==> src/rtl/main_memory_arbiter.sv <==
// Round-robin arbiter that shares memory port A between a scalar requester
// (one 12-bit element) and a vector requester (72-bit, six-element bursts).
// Address and modeSel stay put while a read is in flight because the memory
// rotates the q_a lanes according to the address that is currently applied.
module main_memory_arbiter #(
  parameter int ADDR_W = 19,
  parameter int LEN_W  = 8,
  parameter int RD_LAT = 1
) (
  input  logic              clk,
  input  logic              rst,
  input  logic              s_req,
  input  logic              s_we,
  input  logic [ADDR_W-1:0] s_addr,
  input  logic [11:0]       s_wdata,
  output logic              s_ack,
  output logic              s_rvalid,
  output logic [11:0]       s_rdata,
  input  logic              v_req,
  input  logic              v_we,
  input  logic [ADDR_W-1:0] v_addr,
  input  logic [LEN_W-1:0]  v_len,
  input  logic [71:0]       v_wdata,
  output logic              v_ack,
  output logic              v_wready,
  output logic              v_rvalid,
  output logic [71:0]       v_rdata,
  output logic              v_last,
  output logic              mem_modeSel,
  output logic [ADDR_W-1:0] mem_address_a,
  output logic [71:0]       mem_data_a,
  output logic              mem_wren,
  input  logic [71:0]       mem_q_a,
  output logic              busy
);

  typedef enum logic [1:0] {IDLE, WBEAT, RWAIT, RCAP} state_t;

  // Latency counter value in the final waiting cycle before capture.
  localparam logic [2:0] LAT_LAST = 3'(RD_LAT - 1);

  state_t            state, state_nxt;
  logic              own_vec, own_vec_nxt;
  logic              rr_last_vec, rr_nxt;
  logic [ADDR_W-1:0] addr_r, addr_nxt;
  logic [LEN_W-1:0]  len_r, len_nxt;
  logic [LEN_W-1:0]  beat, beat_nxt;
  logic [2:0]        lat, lat_nxt;
  logic              pick_v, pick_s, g_we;
  logic              cap;
  logic              v_last_wr;
  logic              s_vld_p1, v_vld_p1, v_last_p1;
  logic [11:0]       s_rdata_p1;
  logic [71:0]       v_rdata_p1;

  // Each vector beat covers six consecutive elements; wraps modulo 2^ADDR_W.
  function automatic logic [ADDR_W-1:0] next_addr(input logic [ADDR_W-1:0] a);
    return a + ADDR_W'(6);
  endfunction

  // Vector wins a conflict only when the scalar side was granted last.
  assign pick_v = v_req && (!s_req || !rr_last_vec);
  assign pick_s = s_req && !pick_v;
  assign g_we   = pick_v ? v_we : s_we;

  // Next-state logic and all memory-side / handshake outputs.
  always_comb begin
    state_nxt     = state;
    own_vec_nxt   = own_vec;
    rr_nxt        = rr_last_vec;
    addr_nxt      = addr_r;
    len_nxt       = len_r;
    beat_nxt      = beat;
    lat_nxt       = lat;
    mem_modeSel   = 1'b0;
    mem_address_a = '0;
    mem_data_a    = '0;
    mem_wren      = 1'b0;
    s_ack         = 1'b0;
    v_ack         = 1'b0;
    v_wready      = 1'b0;
    v_last_wr     = 1'b0;
    cap           = 1'b0;
    case (state)
      IDLE: begin
        if (!rst && (s_req || v_req)) begin
          // Grant cycle doubles as the issue cycle of beat 0.
          rr_nxt        = pick_v;
          own_vec_nxt   = pick_v;
          mem_modeSel   = pick_v;
          mem_address_a = pick_v ? v_addr : s_addr;
          mem_wren      = g_we;
          s_ack         = pick_s;
          v_ack         = pick_v;
          len_nxt       = pick_v ? v_len : '0;
          beat_nxt      = '0;
          lat_nxt       = 3'd1;
          if (g_we) begin
            mem_data_a = pick_v ? v_wdata : {{60{1'b0}}, s_wdata};
            v_wready   = pick_v;
            v_last_wr  = pick_v && (v_len == '0);
            if (pick_v && (v_len != '0)) begin
              state_nxt = WBEAT;
              beat_nxt  = LEN_W'(1);
              addr_nxt  = next_addr(v_addr);
            end
          end else begin
            addr_nxt  = pick_v ? v_addr : s_addr;
            state_nxt = (RD_LAT == 1) ? RCAP : RWAIT;
          end
        end
      end
      WBEAT: begin
        mem_modeSel   = 1'b1;
        mem_address_a = addr_r;
        mem_wren      = 1'b1;
        mem_data_a    = v_wdata;
        v_wready      = 1'b1;
        v_last_wr     = (beat == len_r);
        if (beat == len_r) begin
          state_nxt = IDLE;
        end else begin
          beat_nxt = beat + LEN_W'(1);
          addr_nxt = next_addr(addr_r);
        end
      end
      RWAIT: begin
        mem_modeSel   = own_vec;
        mem_address_a = addr_r;
        if (lat == LAT_LAST) begin
          state_nxt = RCAP;
        end else begin
          lat_nxt = lat + 3'd1;
        end
      end
      RCAP: begin
        mem_modeSel   = own_vec;
        mem_address_a = addr_r;
        cap           = 1'b1;
        if (beat != len_r) begin
          // Next beat is issued in the same cycle its predecessor's rvalid pulses.
          state_nxt = RWAIT;
          beat_nxt  = beat + LEN_W'(1);
          addr_nxt  = next_addr(addr_r);
          lat_nxt   = 3'd0;
        end else begin
          state_nxt = IDLE;
        end
      end
      default: state_nxt = IDLE;
    endcase
  end

  // Control state register.
  always_ff @(posedge clk) begin
    if (rst) begin
      state       <= IDLE;
      own_vec     <= 1'b0;
      rr_last_vec <= 1'b1;
      addr_r      <= '0;
      len_r       <= '0;
      beat        <= '0;
      lat         <= '0;
    end else begin
      state       <= state_nxt;
      own_vec     <= own_vec_nxt;
      rr_last_vec <= rr_nxt;
      addr_r      <= addr_nxt;
      len_r       <= len_nxt;
      beat        <= beat_nxt;
      lat         <= lat_nxt;
    end
  end

  // Capture stage -> p1: read valid pulses, cleared by reset so nothing pending survives.
  always_ff @(posedge clk) begin
    if (rst) begin
      s_vld_p1  <= 1'b0;
      v_vld_p1  <= 1'b0;
      v_last_p1 <= 1'b0;
    end else begin
      s_vld_p1  <= cap && !own_vec;
      v_vld_p1  <= cap && own_vec;
      v_last_p1 <= cap && own_vec && (beat == len_r);
    end
  end

  // Capture stage -> p1: read data, held between pulses.
  always_ff @(posedge clk) begin
    if (rst) begin
      s_rdata_p1 <= '0;
      v_rdata_p1 <= '0;
    end else if (cap) begin
      if (own_vec) begin
        v_rdata_p1 <= mem_q_a;
      end else begin
        s_rdata_p1 <= mem_q_a[11:0];
      end
    end
  end

  assign s_rvalid = s_vld_p1;
  assign s_rdata  = s_rdata_p1;
  assign v_rvalid = v_vld_p1;
  assign v_rdata  = v_rdata_p1;
  assign v_last   = v_last_wr | v_last_p1;
  assign busy     = (state != IDLE);

endmodule

==> config.mk <==
export PLATFORM = sky130hd
export DESIGN_NAME = main_memory_arbiter
export DESIGN_NICKNAME = d
export VERILOG_FILES = /design/src/rtl/main_memory_arbiter.sv
export SDC_FILE = /design/constraint.sdc
export NUM_CORES = 1
export LEC_CHECK = 0
export ABC_AREA = 1
export ABC_CLOCK_PERIOD_IN_PS = 2400
export CELL_PAD_IN_SITES_DETAIL_PLACEMENT = 0
export CELL_PAD_IN_SITES_GLOBAL_PLACEMENT = 1
export CORE_MARGIN = 10
export CORE_UTILIZATION = 28
export CTS_CLUSTER_DIAMETER = 60
export DETAILED_ROUTE_END_ITERATION = 8
export PLACE_DENSITY = 0.94
export SLEW_MARGIN = 15
export SYNTH_ARGS = -nofsm -noshare
export SYNTH_HDL_FRONTEND = slang
export SYNTH_SLANG_ARGS = --single-unit
==> constraint.sdc <==
create_clock -name clk -period 2.4 [get_ports clk]
set_input_delay 0.24 -clock clk [delete_from_list [all_inputs] [get_ports clk]]
set_output_delay 0.24 -clock clk [all_outputs]
set_load 0.02 [all_outputs]
==> flow_summary.toml, run 1 <==
[status]
outcome = "finished, final reports clean"

[grt]
grt_pass1_vias = 9012
grt_use_met2 = 0.307
antenna_found_initial = 2
overflow = 0
met3_usage = 0.0870
grt_pass1_wl_microns = 51000
grt-busiest-layer = "met2"
grt_start_max_net_pins = 85
grtUsageTotal = 0.189
met1_usage = 0.225

[power_and_ir_drop]
peakVddDrop_mv = 0.456
switching_share = 0.376
pwr-share-clk = 0.344
p_sw_mw = 2.95
p_total_mw = 7.83
p_int_mw = 4.89
p_comb_frac = 0.351
p_leak_nw = 5.53
power.density_nw_per_um2 = 630
seq_power_share = 0.305

[timing]
clock_skew_ns = 0.0137
maxSlewViolCount = 0
max_freq_mhz = 434
setup_viol_count_final = 0
tightest_slew_ns = 0.940
fin_setup_tns_ns = 0
finalCritPeriodShare = 0.959
layout_setup_ws_ns = 0.0976
min_period_ns = 2.30
rsz0062_at_grt = "yes"
relSlewSlack = 0.373
hold_viol = 0

[worst_setup_path]
crit_type = "in -> out"
cp_max_fo = 18
worst-r2r-cell-count = 7
rr_endpoint = "v_rdata[41]"
rr_startpoint = "state[0]"
cp.arrival_ns = 2.06
startpoint_type = "primary input"
rrSetupSlack_ns = 0.40
critPathCaptureType = "output port"
cp_data_required_time_ns = 2.16

[logic_synthesis]
synth_compound_area_frac = 0.149
synth-xor-area-share = 0.0188
synth_edf_count = 0
synthSimpleGateAreaFrac = 0.358
ys.flop_type = "dfxtp_1"
yosysTopAreaCell = "dfxtp_1"
yosysSeqAreaShare = 0.347
synth_top_area_frac = 0.347
synth_top_family_by_area = "simple AND/OR/NAND/NOR gates"
synth.avg_cell_area_sq_um = 6.04
syn-num-nets = 1446
netlist_top_cells_area = "dfxtp_1 35%, nand2_1 16%, nor2_1 9.3%, nand3_1 8.3%, inv_1 7.6%"
synth.cell_area_sq_um = 7450
synth_cells = 1233
synth-adder-area-share = 0.00840
ys_async_sr_fraction = 0
synth.distinct_cells = 33
yosysMostFrequentCell = "nand2_1"
synth_commonest_cells = "314 x nand2_1, 184 x nor2_1, 151 x inv_1"
yosys_warnings = 0
muxShareOfSynthArea = 0
synth-seq-cells = 129

[floorplanning]
die_y_microns = 183
dieArea_sq_um = 33500
core_sq_um = 26100
rows = 59
die_x_microns = 183
io_pins = 392
start_util = 0.285

[detailed_routing]
dr.pass1.iters = 5
vias_per_cell = 4.69
post_drt_wl_per_cell_microns = 16.7
drt_iter0_drc = 625
routed_wl_microns = 33200
drc_errors = 0
dr_total_vias = 9324
ant_nets = 0

[place]
hpwl_microns = 26000
dpl_cell_area_sq_um = 12000
place_ws_ns = -0.278
gp_congestion = 0.940
place_inst = 1952
io_buffers = 391

[clocking]
clockBufferDepth = 2
cts-root-buf = "clkbuf_16"
cts_buffers = 17
cts_tree = "done"
htreeDepth = 4
cts_hold_buffers = 0
clock_latency_ns = 0.42
clkSinkCount = 129
cts.clk_slew.worst_paths_ns = 0.07
cts_setup_buffers = 0

[job]
maxCapViolations = 0

[worst_hold_path]
min-delay-start = "mem_q_a[15]"
holdPathEnd = "v_rdata[15]"
hp-class = "in -> reg"
whs_path_depth = 3

[layout]
drive_above_1_share = 0.0910
seq_area_sq_um = 2580
final_area_sq_um = 12400
nets = 1849
n_fill_cell = 2685
stdcell_count = 1986
multi_input_area_sq_um = 4000
area.growth.synth_to_final_pct = 67.0
power groups by stage:
| stage | Sequential [mW] | Clock, mW | Combinational (mW) |
|---|---|---|---|
| 6_report | 2.39 | 2.70 | 2.75 |
| 5_1_grt | 2.41 | 2.85 | 3.00 |
| 4_1_cts | 2.38 | 2.76 | 2.77 |
| 3_5_place_dp | 2.43 | 0 | 2.93 |
| 3_3_place_gp | 2.43 | 0 | 2.91 |
| 2_1_floorplan | 2.41 | 0 | 1.47 |
per-stage QoR:
stage	hold WS (ns)	utilization
2_1_floorplan	0.365	-
4_1_cts	0.375	0.479
5_1_grt	0.387	0.476
3_3_place_gp	0.447	0.460
3_5_place_dp	0.453	0.460
6_report	0.391	0.476
cell families after synthesis:
kind of cell             Yosys count
AO/OA/AOI/OAI                    213
adder cells (fa/ha/maj)            5
buffers and inverters            224
flip-flops                       129
AND/OR/NAND/NOR                  646
XOR/XNOR                          16
area by class of cell:
type,count,area share
sequential,129,0.208
inverter,155,0.0468
clock inverter,15,0.0146
antenna,2,0.000402
multi-input combinational,880,0.321
clock buffer,17,0.0342
timing repair buffer,453,0.341
tap,335,0.0337
state kept, by name, indices dropped and copies added, names as in the netlist, 2 cells and up:
name and count:
v_rdata 72, beat 8, lat 3, len_r 8, state 2, addr_r 19, s_rdata 12
per-layer routing:
layer,up-vias,wire (microns)
met5,-,0
met2,400,14800
met1,4182,13900
met3,25,4110
li1,4717,-
met4,0,387
placed cells by master (no fill, tap or decap), drive strengths merged, types with 2 or more instances in the layout:
cell type      synthesis  routed
nand2                318     318
clkdlybuf4s50          0     293
nor2                 187     187
inv                  155     166
dfxtp                129     129
nand3                123     123
a21oi                100     100
o21ai                 88      88
buf                   33      67
clkbuf                36      49
dlygate4sd2            0      40
clkdlybuf4s15          0      20
o22ai                 18      18
xnor2                  9       9
nand4                  8       8
xor2                   7       7
ha                     5       5
nand3b                 3       3
nor3                   3       3
diode                  0       2
o211ai                 2       2
a22o                   2       2
and2                   2       2
clkinv                 0       2
critical path, cell delays in order:
cell and delay, ns:
clkdlybuf4s50_1 0.56, nand2_2 0.14, buf_4 0.19, nor2_4 0.14, a21oi_4 0.08, buf_12 0.15
buf_12 0.15, nor2_1 0.09, clkdlybuf4s15_1 0.31
worst max-delay path by stage:
| stage | depth (start not counted) | from | end |
|---|---|---|---|
| 2_1_floorplan | 8 | state[0] | mem_data_a[12] |
| 3_3_place_gp | 9 | s_req | mem_address_a[1] |
| 3_5_place_dp | 9 | v_req | mem_data_a[43] |
| 4_1_cts | 9 | v_req | mem_data_a[43] |
| 5_1_grt | 12 | s_req | mem_data_a[4] |
| 6_report | 9 | v_req | mem_data_a[15] |
timing repair:
| item | in CTS | in global routing |
|---|---|---|
| pin swaps | 0 | 0 |
| resized for setup | 98 | 86 |
| setup endpoints to repair | 92 | 54 |
| endpoints found under the hold margin | 0 | 0 |
Power figures use the tool's default switching activity.
==> run 2, diff against run 1 <==
--- a/config.mk
+++ b/config.mk
@@ -7,8 +7,10 @@
 export LEC_CHECK = 0
 export ABC_AREA = 1
 export ABC_CLOCK_PERIOD_IN_PS = 2400
+export CAP_MARGIN = 20
 export CELL_PAD_IN_SITES_DETAIL_PLACEMENT = 0
 export CELL_PAD_IN_SITES_GLOBAL_PLACEMENT = 1
+export CORE_ASPECT_RATIO = 0.75
 export CORE_MARGIN = 10
 export CORE_UTILIZATION = 28
 export CTS_CLUSTER_DIAMETER = 60
==> run 2 against run 1 <==
  * Sequential cell count stayed put
  * Register-to-register slack better by 0.04 ns
  * Clock power is 7% lower
  * Critical endpoint is now mem_data_a[65]
==> flow_summary.toml, run 2 (synthesis gave the netlist of run 1 again) <==
[status]
outcome = "finished, final reports clean"

[layout]
utilization = 0.470
n_fill_cell = 2665
final_common_cell = "nand2_1"
nets = 1849
final_cell_mix = "313 x nand2_1, 293 x clkdlybuf4s50_1, 184 x nor2_1"
largest_register_ff_count = 72
drive_above_1_share = 0.107
area.growth.synth_to_final_pct = 64.9

[timing]
tightest_slew_ns = 0.974
hold_viol = 0
finalCritPeriodShare = 0.969
hold_ws_ns = 0.387
fin_setup_tns_ns = 0
layout_setup_ws_ns = 0.0738
maxSlewViolCount = 0
rsz0062_at_grt = "yes"
clock_skew_ns = 0.0158
relSlewSlack = 0.351
max_freq_mhz = 430
min_period_ns = 2.33
setup_viol_count_final = 0

[grt]
grt_pass1_wl_microns = 53900
overflow = 0
grt_pass1_vias = 8941
antenna_found_initial = 7
grt_start_max_net_pins = 85
grtUsageTotal = 0.201

[detailed_routing]
drt_iter0_drc = 753
dr_total_vias = 9381
drc_errors = 0
post_drt_wl_per_cell_microns = 17.8
ant_nets = 0
vias_per_cell = 4.70
routed_wl_microns = 35600
dr.pass1.iters = 5

[power_and_ir_drop]
p_leak_nw = 5.45
p_total_mw = 7.66
power.density_nw_per_um2 = 624
peakVddDrop_mv = 0.414

[floorplanning]
die_y_microns = 161
die_x_microns = 208
core_sq_um = 26100
dieArea_sq_um = 33600
start_util = 0.285
rows = 51
io_pins = 392

[worst_setup_path]
critical_path_buf_inv_count = 5
max_stage_delay_ns = 0.50
startpoint_type = "primary input"
crit_chain = "clkdlybuf4s50_1 > nand2_1 > nand2_1 > buf_4 > nor2_4 > a21oi_4 > buf_4 > buf_12 > nor2_1 > dlygate4sd2_1"
critPathCaptureType = "output port"
cp_max_fo = 19
slowest_stage = "clkdlybuf4s50_1"
path_delay_family = "buffers and inverters"
cp.arrival_ns = 2.09
crit_type = "in -> out"
cp_data_required_time_ns = 2.16

[clocking]
clock_latency_ns = 0.42
cts_buffers = 17
cts_hold_buffers = 0
clockBufferDepth = 2
cts-root-buf = "clkbuf_16"
clkSinkCount = 129
cts_tree = "done"
htreeDepth = 4
cts.clk_slew.worst_paths_ns = 0.07

[place]
hpwl_microns = 28400
place_ws_ns = -0.289
gp_congestion = 1.00
io_buffers = 391

[job]
maxCapViolations = 0

[worst_hold_path]
hp-class = "in -> reg"
==> run 2: cell types whose count changed in the layout (fill, tap and decap cells not counted), moves of 2 or more <==
cell             previous run  this run
dlygate4sd2_1              40        23
inv_8                       6         1
buf_4                      59        62
o21ai_0                    84        79
clkbuf_2                   32        59
o21ai_1                     3         8
clkinvlp_4                  1         3
inv_6                       5         8
clkdlybuf4s15_1            20         8
diode_2                     2         4
==> run 2: final cells by class <==
cell class	count	area, sq um	share of cell area
Antenna cell	4	10.0	0.000815
Clock buffer	17	425	0.0346
Clock inverter	15	145	0.0118
Inverter	155	582	0.0474
Multi-Input combinational cell	880	3990	0.325
Sequential cell	129	2580	0.210
Tap cell	344	430	0.0351
Timing Repair Buffer	453	4110	0.335
==> run 2: tightest hold or removal path, cell delays in order <==
cell and delay [ns]:
clkdlybuf4s50_1 0.39, nand3_1 0.08, a21oi_1 0.06
==> run 2: repair_timing <==
action,in CTS,in global routing
buffers inserted,2,0
pin swaps,1,0
resized for setup,93,139
endpoints found under the setup margin,91,75
==> run 2: final timing paths <==
check,start,to,slack (ns),depth (start not counted)
setup / recovery,s_req,mem_data_a[65],0.07,10
hold / removal,mem_q_a[57],v_rdata[57],0.39,3
setup reg to reg,addr_r[1],addr_r[15],0.44,12
hold reg to reg,v_rdata[10],v_rdata[10],0.46,2
==> run 2: stage by stage <==
stage                     instances  instance area [sq um]
after floorplan                1233                   7450
after global placement         1959                  12000
after detailed placement       1959                  12000
after CTS                      1993                  12500
after global routing           1997                  12300
final                          1997                  12300
==> run 2: per-layer routing <==
| layer | up-vias | routed length, microns | global-route usage |
|---|---|---|---|
| met3 | 35 | 2810 | 0.0640 |
| met5 | - | 30 | 0 |
| met2 | 352 | 17300 | 0.346 |
| met4 | 6 | 685 | 0.0516 |
| li1 | 4706 | - | - |
| met1 | 4282 | 14800 | 0.237 |
==> run 2: where the power goes <==
| group | switching (mW) | total [mW] | internal (mW) |
|---|---|---|---|
| combinational | 1.67 | 2.75 | 1.09 |
| sequential | 0.117 | 2.38 | 2.26 |
| clock | 1.15 | 2.52 | 1.37 |
